==> config.mk <==
export PLATFORM = sky130hd
export DESIGN_NAME = axp_lsu
export DESIGN_NICKNAME = d
export VERILOG_FILES = /design/src/rtl/axp_lsu.sv
export SDC_FILE = /design/constraint.sdc
export NUM_CORES = 1
export LEC_CHECK = 0
export ABC_AREA = 1
export BUFFER_PORTS_ARGS = -buffer_cell sky130_fd_sc_hd__buf_2
export CAP_MARGIN = 0
export CORE_ASPECT_RATIO = 1.5
export CORE_MARGIN = 5
export CORE_UTILIZATION = 49
export CTS_BUF_LIST = sky130_fd_sc_hd__clkbuf_8 sky130_fd_sc_hd__clkbuf_16
export CTS_CLUSTER_SIZE = 25
export DETAILED_ROUTE_END_ITERATION = 10
export PLACE_DENSITY_LB_ADDON = 0.2
export SLEW_MARGIN = 30
export SYNTH_ARGS = -nofsm -noshare
export SYNTH_HDL_FRONTEND = slang
export SYNTH_SLANG_ARGS = --single-unit
==> constraint.sdc <==
create_clock -name clock -period 1.9 [get_ports clock]
set_input_delay 0.19 -clock clock [delete_from_list [all_inputs] [get_ports clock]]
set_output_delay 0.19 -clock clock [all_outputs]
set_load 0.01 [all_outputs]
==> src/rtl/axp_lsu.sv <==
`default_nettype none
// axp_lsu: Alpha load/store unit (opcodes 0A-0F, 28-2F) with a single-beat 64-bit memory port
// and LDx_L/STx_C lock tracking.
module axp_lsu #(
  parameter int LOCK_SHIFT = 4
) (
  input  logic        clock,
  input  logic        reset,
  input  logic        in_valid,
  output logic        in_ready,
  input  logic [31:0] cmd,
  input  logic [63:0] addr,
  input  logic [7:0]  mask,
  input  logic [63:0] data,
  output logic        mem_req,
  input  logic        mem_ready,
  output logic        mem_we,
  output logic [63:0] mem_addr,
  output logic [7:0]  mem_be,
  output logic [63:0] mem_wdata,
  input  logic        mem_ack,
  input  logic [63:0] mem_rdata,
  input  logic        mem_error,
  input  logic        lock_clear,
  output logic        out_valid,
  input  logic        out_ready,
  output logic        out_wb,
  output logic [63:0] out_data,
  output logic        out_fault
);
  typedef enum logic [2:0] {IDLE, CHECK, REQ, WAIT, DONE} state_t;

  state_t                state;
  logic [5:0]            op;
  logic [63:0]           addr_q;
  logic [63:0]           data_q;
  logic [7:0]            mask_q;
  logic                  lock_valid;
  logic [63-LOCK_SHIFT:0] lock_addr;

  logic is_load, is_store, is_lock_ld, is_cond_st, is_quad_u, misaligned;
  logic [63:0] ea, ld_t, ld_val;
  logic [7:0]  be_mask;
  logic        lock_hit;
  logic        unused_cmd;

  assign unused_cmd = &{1'b0, cmd[25:0]};

  always_comb begin
    is_load    = 1'b0;
    is_store   = 1'b0;
    is_lock_ld = 1'b0;
    is_cond_st = 1'b0;
    is_quad_u  = 1'b0;
    misaligned = 1'b0;
    case (op)
      6'h0A: is_load = 1'b1;
      6'h0B: begin is_load = 1'b1; is_quad_u = 1'b1; end
      6'h0C: begin is_load = 1'b1; misaligned = addr_q[0]; end
      6'h0D: begin is_store = 1'b1; misaligned = addr_q[0]; end
      6'h0E: is_store = 1'b1;
      6'h0F: begin is_store = 1'b1; is_quad_u = 1'b1; end
      6'h28: begin is_load = 1'b1; misaligned = |addr_q[1:0]; end
      6'h29: begin is_load = 1'b1; misaligned = |addr_q[2:0]; end
      6'h2A: begin is_load = 1'b1; is_lock_ld = 1'b1; misaligned = |addr_q[1:0]; end
      6'h2B: begin is_load = 1'b1; is_lock_ld = 1'b1; misaligned = |addr_q[2:0]; end
      6'h2C: begin is_store = 1'b1; misaligned = |addr_q[1:0]; end
      6'h2D: begin is_store = 1'b1; misaligned = |addr_q[2:0]; end
      6'h2E: begin is_store = 1'b1; is_cond_st = 1'b1; misaligned = |addr_q[1:0]; end
      6'h2F: begin is_store = 1'b1; is_cond_st = 1'b1; misaligned = |addr_q[2:0]; end
      default: ;
    endcase
  end

  // LDQ_U/STQ_U ignore the low address bits and always move a full quadword.
  assign ea       = is_quad_u ? {addr_q[63:3], 3'b000} : addr_q;
  assign be_mask  = is_quad_u ? 8'hFF : mask_q;
  assign lock_hit = lock_valid && (ea[63:LOCK_SHIFT] == lock_addr);
  assign ld_t     = mem_rdata >> {addr_q[2:0], 3'b000};

  always_comb begin
    case (op)
      6'h0A:        ld_val = {56'd0, ld_t[7:0]};
      6'h0C:        ld_val = {48'd0, ld_t[15:0]};
      6'h28, 6'h2A: ld_val = {{32{ld_t[31]}}, ld_t[31:0]};
      default:      ld_val = ld_t;
    endcase
  end

  assign in_ready = (state == IDLE);

  always_ff @(posedge clock) begin
    if (reset) begin
      state      <= IDLE;
      op         <= 6'd0;
      addr_q     <= 64'd0;
      data_q     <= 64'd0;
      mask_q     <= 8'd0;
      lock_valid <= 1'b0;
      lock_addr  <= '0;
      mem_req    <= 1'b0;
      mem_we     <= 1'b0;
      mem_addr   <= 64'd0;
      mem_be     <= 8'd0;
      mem_wdata  <= 64'd0;
      out_valid  <= 1'b0;
      out_wb     <= 1'b0;
      out_data   <= 64'd0;
      out_fault  <= 1'b0;
    end else begin
      // Later assignments in WAIT override this, so an LDx_L set beats a same-cycle kill.
      if (lock_clear) lock_valid <= 1'b0;
      case (state)
        IDLE: if (in_valid) begin
          op     <= cmd[31:26];
          addr_q <= addr;
          mask_q <= mask;
          data_q <= data;
          state  <= CHECK;
        end
        CHECK: begin
          addr_q <= ea;
          mask_q <= be_mask;
          if (!(is_load || is_store) || misaligned) begin
            out_valid <= 1'b1;
            out_fault <= 1'b1;
            out_wb    <= 1'b0;
            out_data  <= 64'd0;
            state     <= DONE;
          end else if (is_cond_st && !lock_hit) begin
            lock_valid <= 1'b0;
            out_valid  <= 1'b1;
            out_fault  <= 1'b0;
            out_wb     <= 1'b1;
            out_data   <= 64'd0;
            state      <= DONE;
          end else begin
            mem_req   <= 1'b1;
            mem_we    <= is_store;
            mem_addr  <= {ea[63:3], 3'b000};
            mem_be    <= be_mask << ea[2:0];
            mem_wdata <= data_q << {ea[2:0], 3'b000};
            state     <= REQ;
          end
        end
        REQ: if (mem_ready) begin
          mem_req <= 1'b0;
          state   <= WAIT;
        end
        WAIT: if (mem_ack) begin
          out_valid <= 1'b1;
          state     <= DONE;
          if (mem_error) begin
            out_fault <= 1'b1;
            out_wb    <= 1'b0;
            out_data  <= 64'd0;
            if (is_lock_ld || is_cond_st) lock_valid <= 1'b0;
          end else if (is_load) begin
            out_fault <= 1'b0;
            out_wb    <= 1'b1;
            out_data  <= ld_val;
            if (is_lock_ld) begin
              lock_valid <= 1'b1;
              lock_addr  <= addr_q[63:LOCK_SHIFT];
            end
          end else if (is_cond_st) begin
            out_fault  <= 1'b0;
            out_wb     <= 1'b1;
            out_data   <= 64'd1;
            lock_valid <= 1'b0;
          end else begin
            out_fault <= 1'b0;
            out_wb    <= 1'b0;
            out_data  <= 64'd0;
          end
        end
        DONE: if (out_ready) begin
          out_valid <= 1'b0;
          out_wb    <= 1'b0;
          out_fault <= 1'b0;
          out_data  <= 64'd0;
          state     <= IDLE;
        end
        default: state <= IDLE;
      endcase
    end
  end
endmodule
`default_nettype wire
After elaboration in Yosys (flattened, before gate mapping)
Index checks and enable logic that the tools add are counted.
{"block": "word_totals", "ff_bits": 408, "latchBits": 0, "ramBits": 0, "mem_bits_ro": 0, "input_bits": 240, "elab_cells": 135, "n_memories": 0}
{"block": "op_classes", "n_addsub": 0, "multipliers": 0, "div": 0, "order_cmp": 0, "eq_ne": 26, "n_shift": 3, "muxes": 58, "bitwise": 3, "n_reduce_logical": 29}
{"op": "$mux 64", "n": 7}
{"op": "$pmux 64 s3", "n": 2}
{"op": "$pmux 64 s2", "n": 1}
{"op": "$shl 64x6->64", "n": 1}
{"op": "$shr 64x6->64", "n": 1}
{"op": "$eq 60x60->1", "n": 1}
{"op": "$eq 6x6->1 const B", "n": 8}
{"op": "$eq 6x4->1 const B", "n": 6}
{"op": "$mux 1", "n": 31}
{"op": "$mux 3", "n": 7}
{"op": "$mux 8", "n": 2}
{"op": "$pmux 8 s2", "n": 1}
{"op": "$pmux 3 s5", "n": 1}
{"op": "$reduce_or 7->1", "n": 2}
{"op": "$ne 2x2->1 const B", "n": 6}
{"op": "$pmux 1 s3", "n": 4}
{"op": "$reduce_and 4->1", "n": 3}
{"op": "$reduce_or 2->1", "n": 6}
{"op": "$reduce_or 4->1", "n": 2}
{"op": "$shl 8x3->8", "n": 1}
{"op": "$eq 3x2->1 const B", "n": 2}
{"op": "$reduce_and 5->1", "n": 1}
{"op": "$pmux 1 s2", "n": 2}
{"op": "$reduce_and 2->1", "n": 2}
{"op": "other kinds (12)", "n": 19}

Longest topological paths before layout
{"block": "depth", "word_depth": 8, "ltp_mapped": 18, "depth_no_buf": 17}

Worst setup path after synthesis
Ideal clock, no wire load.
{"block": "synth_timing", "path_kind": "flip-flop to flip-flop", "start": "register op[5]", "end": "register mem_addr[37]", "setup_ns": 0.120, "t_arrival_ns": 1.808, "t_required_ns": 1.780, "slack_ns": -0.027, "stages_incl_launch_ff": 13, "path_buffers": 2, "synth_period_minus_slack_ns": 1.927, "path_cell_list": "dfxtp_1 nor2_4 nand2_1 nor3_2 inv_2 nand2_2 nor2_2 a21boi_2 nand3_4 inv_2 buf_2 buf_2 a21oi_1"}
{"block": "synth_via", "elab_chain_cells": 8, "word_cells_on_any_way": 31}
{"item": "start, declared", "line": "34", "source": "logic [5:0] op;"}
{"item": "start signal, assigned", "line": "115", "source": "op <= cmd[31:26];"}
{"item": "$eq 6x6->1 / $eq 6x4->1 (equally long branches)", "line": "56", "source": "case (op)"}
{"item": "$reduce_or 7->1 (no line)"}
{"item": "$mux 1", "line": "56"}
{"item": "$logic_or 1x1->1", "line": "124", "source": "if (!(is_load || is_store) || misaligned) begin"}
{"item": "$logic_not 1->1", "line": "124"}
{"item": "$logic_or 1x1->1", "line": "124"}
{"item": "$not 1->1 (no line)"}
{"item": "$reduce_and 3->1 (no line) *"}
{"item": "end signal, assigned", "line": "140", "source": "mem_addr <= {ea[63:3], 3'b000};"}
{"item": "end, declared", "line": "18", "source": "output logic [63:0] mem_addr,"}
Every way passes the cells marked *; elsewhere a longest branch is shown, timed or not.
A chain may end at the register's enable or synchronous reset.

Final worst setup path
{"block": "layout_timing", "start": "register lock_addr[38]", "end": "register mem_wdata[4]"}
{"block": "layout_via", "elab_chain_cells": 6}
{"item": "start, declared", "line": "39", "source": "logic [63-LOCK_SHIFT:0] lock_addr;"}
{"item": "start signal, assigned", "line": "164", "source": "lock_addr <= addr_q[63:LOCK_SHIFT];"}
{"item": "$eq 60x60->1", "line": "78", "source": "assign lock_hit = lock_valid && (ea[63:LOCK_SHIFT] == lock_addr);"}
{"item": "$logic_and 1x1->1", "line": "78"}
{"item": "$logic_not 1->1", "line": "130", "source": "end else if (is_cond_st && !lock_hit) begin"}
{"item": "$logic_and 1x1->1", "line": "130"}
{"item": "$not 1->1 (no line)"}
{"item": "$reduce_and 3->1 (no line)"}
{"item": "end signal, assigned", "line": "142", "source": "mem_wdata <= data_q << {ea[2:0], 3'b000};"}
{"item": "end, declared", "line": "20", "source": "output logic [63:0] mem_wdata,"}
No other way between the ends.

==> results by group <==
Run status
  • Status: finished with violations
  • Failing checks: negative setup slack

Layout
  • Diode count: 0
  • Final instance count without filler cells: around 4.2k
  • Synthesis-to-layout area growth: 47.7%
  • Share of cells above drive strength 1: 31.3%
  • Fillers: 3148
  • Final net count: 3892

Drt
  • Vias per cell: 5.73
  • Post-route ant nets: 0
  • DRT Wirelength: 89000 um
  • Starting DRT DRC Count: 2203
  • Drt pass-1 iters: 9
  • DRC Markers: 0
  • Via count: roughly 24k
  • WL per Instance: 21.3 um

Run
  • MaxCap Viol Count: 0

Placement
  • Routability cong.: ~1.0
  • Dpl cells: 3970
  • Post-DP HPWL: 60600 um
  • PortBufs: 416

Timing
  • Final min period: 2.23 ns
  • Hold Violations, Final: 0
  • Slew Limit Fails: 0
  • Slew of the pin with the lowest slew margin: 0.706 ns
  • Final setup vio count: slightly above 300
  • Fmax: about 450 MHz
  • Max_slew headroom: 52.5%
  • Clk_skew: roughly 0.029 ns
  • Final Cycle Share: 117%
  • RSZ-0062 raised after global routing: yes
  • Final worst slack: -0.329 ns

Worst hold path
  • Hold Path Cell Cnt: 3
  • Hold Crit Endpoint: data_q[36]
  • Hold path startpoint: data[36]
  • Hold Path Class: input port to register

Yosys
  • Post-synth ARST share: 0%
  • Top post-synthesis cells by count: 540 x nand2_1, 467 x o21ai_0, 408 x dfxtp_1
  • Post-synthesis cell type count: 41
  • #FFs+latches synth: 408
  • Mapped Cells: between 2k and 3k
  • Syn Area/Cell: approximately 6.7 um2
  • Leading area contributor after synthesis: dfxtp_1
  • EDFF count, synth: 0
  • Synth area leaders: dfxtp_1 42%, o21ai_0 12%, nand2_1 10%
  • Synth warn: 0
  • Top cell type's share of synthesized area: 41.6%
  • Sequential share of the synthesized area: 41.6%
  • Most common flop cell mapped by yosys: dfxtp_1
  • Cell Area, Synth: 19600 um2
  • Top-count cell post-synth: nand2_1

Global route
  • Initial antenna violation count: 1
  • GR Util All Layers: 36.6%
  • Global-route wire length before repair: 129000 um
  • Gr ovfl total: 0
  • Largest net degree at the start of global routing: 90
  • Vias in the first global route: 23.0k

Worst setup path
  • Register-to-register path setup slack: -0.33 ns
  • Setup CP Type: register to register
  • CP arrival: 2.68 ns
  • CP Launch Type: register
  • R2R depth: 17
  • Crit Path Max Fanout: 7
  • Worst EP required: 2.35 ns
  • Crit Reg-Reg Endpoint: mem_wdata[4]
  • RR Startpoint: lock_addr[38]
  • Crit path capture type: register

Clock tree
  • Cts bufs inserted: 41
  • # H-tree levels: 2
  • CTS Buffer Depth: 3
  • Clk_lat worst skew: 0.56 ns
  • Clk sinks: 408
  • CTS root buffer: clkbuf_16
  • Worst-path clk slew: 0.07 ns
  • CTS tree: done

Pwr
  • Peak VDD IR: 0.00101 V
  • Pwr Total: 46.1 mW
  • Leak pwr: 13.2 nW
  • PwrDens: 1590 nW/um2

Die
  • Die area: 44200 um2
  • Die height: 255 um
  • Die width: between 150 and 200 um
  • Initial Util: 49.7%
  • Ports: 446
  • Core area: 39400 um2
  • Number of cell rows: between 80 and 90
-- kinds of logic after synthesis --
logic type	after synthesis	share of synthesized area [%]
compound gates	969	26.4
mux	17	0.868
flops	408	41.6
buf+inv	491	10.0
xor+xnor	1	0.0447
simple gates	1035	20.9
other cells	1	0.0191
-- worst max path at each step --
| stage | to | start | slack (ns) |
|---|---|---|---|
| final | mem_wdata[4] | lock_addr[38] | -0.33 |
| after detailed placement | out_data[1] | addr_q[0] | -0.48 |
| after CTS | mem_wdata[30] | lock_addr[9] | -0.23 |
| after global routing | mem_wdata[4] | lock_addr[31] | -0.43 |
| after floorplan | addr_q[22] | state[2] | -0.02 |
| after global placement | out_data[1] | addr_q[0] | -0.47 |
-- cell usage in the layout, fill, tap and decap left out, types with 4 or more instances in the layout --
cell and instances:
nand2_1 504, buf_2 416, dfxtp_1 356, o21ai_0 348
nor2_1 320, a21oi_1 313, buf_4 310, inv_1 243
nand3_1 117, dlygate4sd3_1 97, o21ai_1 71, a211oi_1 64
clkbuf_16 55, dfxtp_2 50, buf_12 47, o21ai_2 40
a21oi_2 37, nor2_2 29, o22ai_1 29, nand2_2 28
o211ai_1 21, buf_6 19, inv_2 15, mux2i_1 15
buf_16 12, clkinv_2 10, nand2_4 9, a21oi_4 9
o21ai_4 9, a22oi_1 7, clkbuf_8 7, nor2_4 6
nor3_1 5, a211oi_2 5, a31oi_1 4, nand3_2 4
bufinv_16 4
-- what timing repair did --
item | CTS | global route
buffers inserted | 9 | 11
pin swaps | 22 | 65
gates cloned | 12 | 13
hold buffers | 95 | 2
hold endpoints to repair | 95 | 2
setup endpoints to repair | 308 | 387
resized for setup | 213 | 228
-- registers in the layout, summed over array words and instances, names as in the netlist, 6 cells and up --
register	cells
mem_wdata	64
mem_addr	61
addr_q	64
lock_addr	60
mem_be	8
op	6
data_q	64
mask_q	8
out_data	64
-- cell type report --
class	count	area, um2	area share, %
Multi-Input combinational cell	2026	10400	35.9
Sequential cell	408	8240	28.4
Timing Repair Buffer	916	7230	25.0
Clock buffer	50	1170	4.05
Inverter	258	1010	3.50
Tap cell	500	626	2.16
Clock inverter	26	250	0.864
Timing Repair inverter	1	30.0	0.104
-- critical path, stage by stage, from the launching register on --
cell and delay [ns]:
dfxtp_2 0.34, inv_1 0.05, nand2_2 0.11, nand2_2 0.07, nor2_2 0.16, nand2_1 0.07, nor2_1 0.10, nand2_1 0.07
nor2_2 0.10, nand2_2 0.10, nand2_2 0.09, buf_6 0.10, nand3_4 0.06, buf_12 0.18, buf_12 0.16, clkbuf_16 0.17
o21ai_2 0.14, nor2_1 0.06
-- power breakdown --
group          leakage [nW]  total (mW)  internal [mW]  switching, mW
sequential             3.36        12.0           10.7           1.29
combinational          9.11        25.5           10.4           15.1
clock                 0.734        8.63           4.96           3.67
total                  13.2        46.1           26.1           20.0
-- metal layers --
layer  vias to the layer above  share of wire (%)  global-route usage, %
li1                      11140                  -                      -
met1                     11187                 36                   40.7
met2                      1290                 49                   65.2
met3                       371                6.9                   4.96
met4                         0                8.7                   24.9
met5                         -                  0                      0
-- through the flow --
stage	area [um2]	setup slack (ns)	utilization [%]	TNS, ns	hold WS (ns)
after floorplan	19600	-0.0156	-	-0.798	0.325
after global placement	24700	-0.474	62.6	-63.90	0.428
after detailed placement	24700	-0.475	62.6	-68.18	0.431
after CTS	27900	-0.232	70.8	-34.49	0.00173
after global routing	29000	-0.427	73.5	-99.58	0.0314
final	29000	-0.329	73.5	-56.22	0.00948
Note: power is estimated with default switching activity, not from simulation.
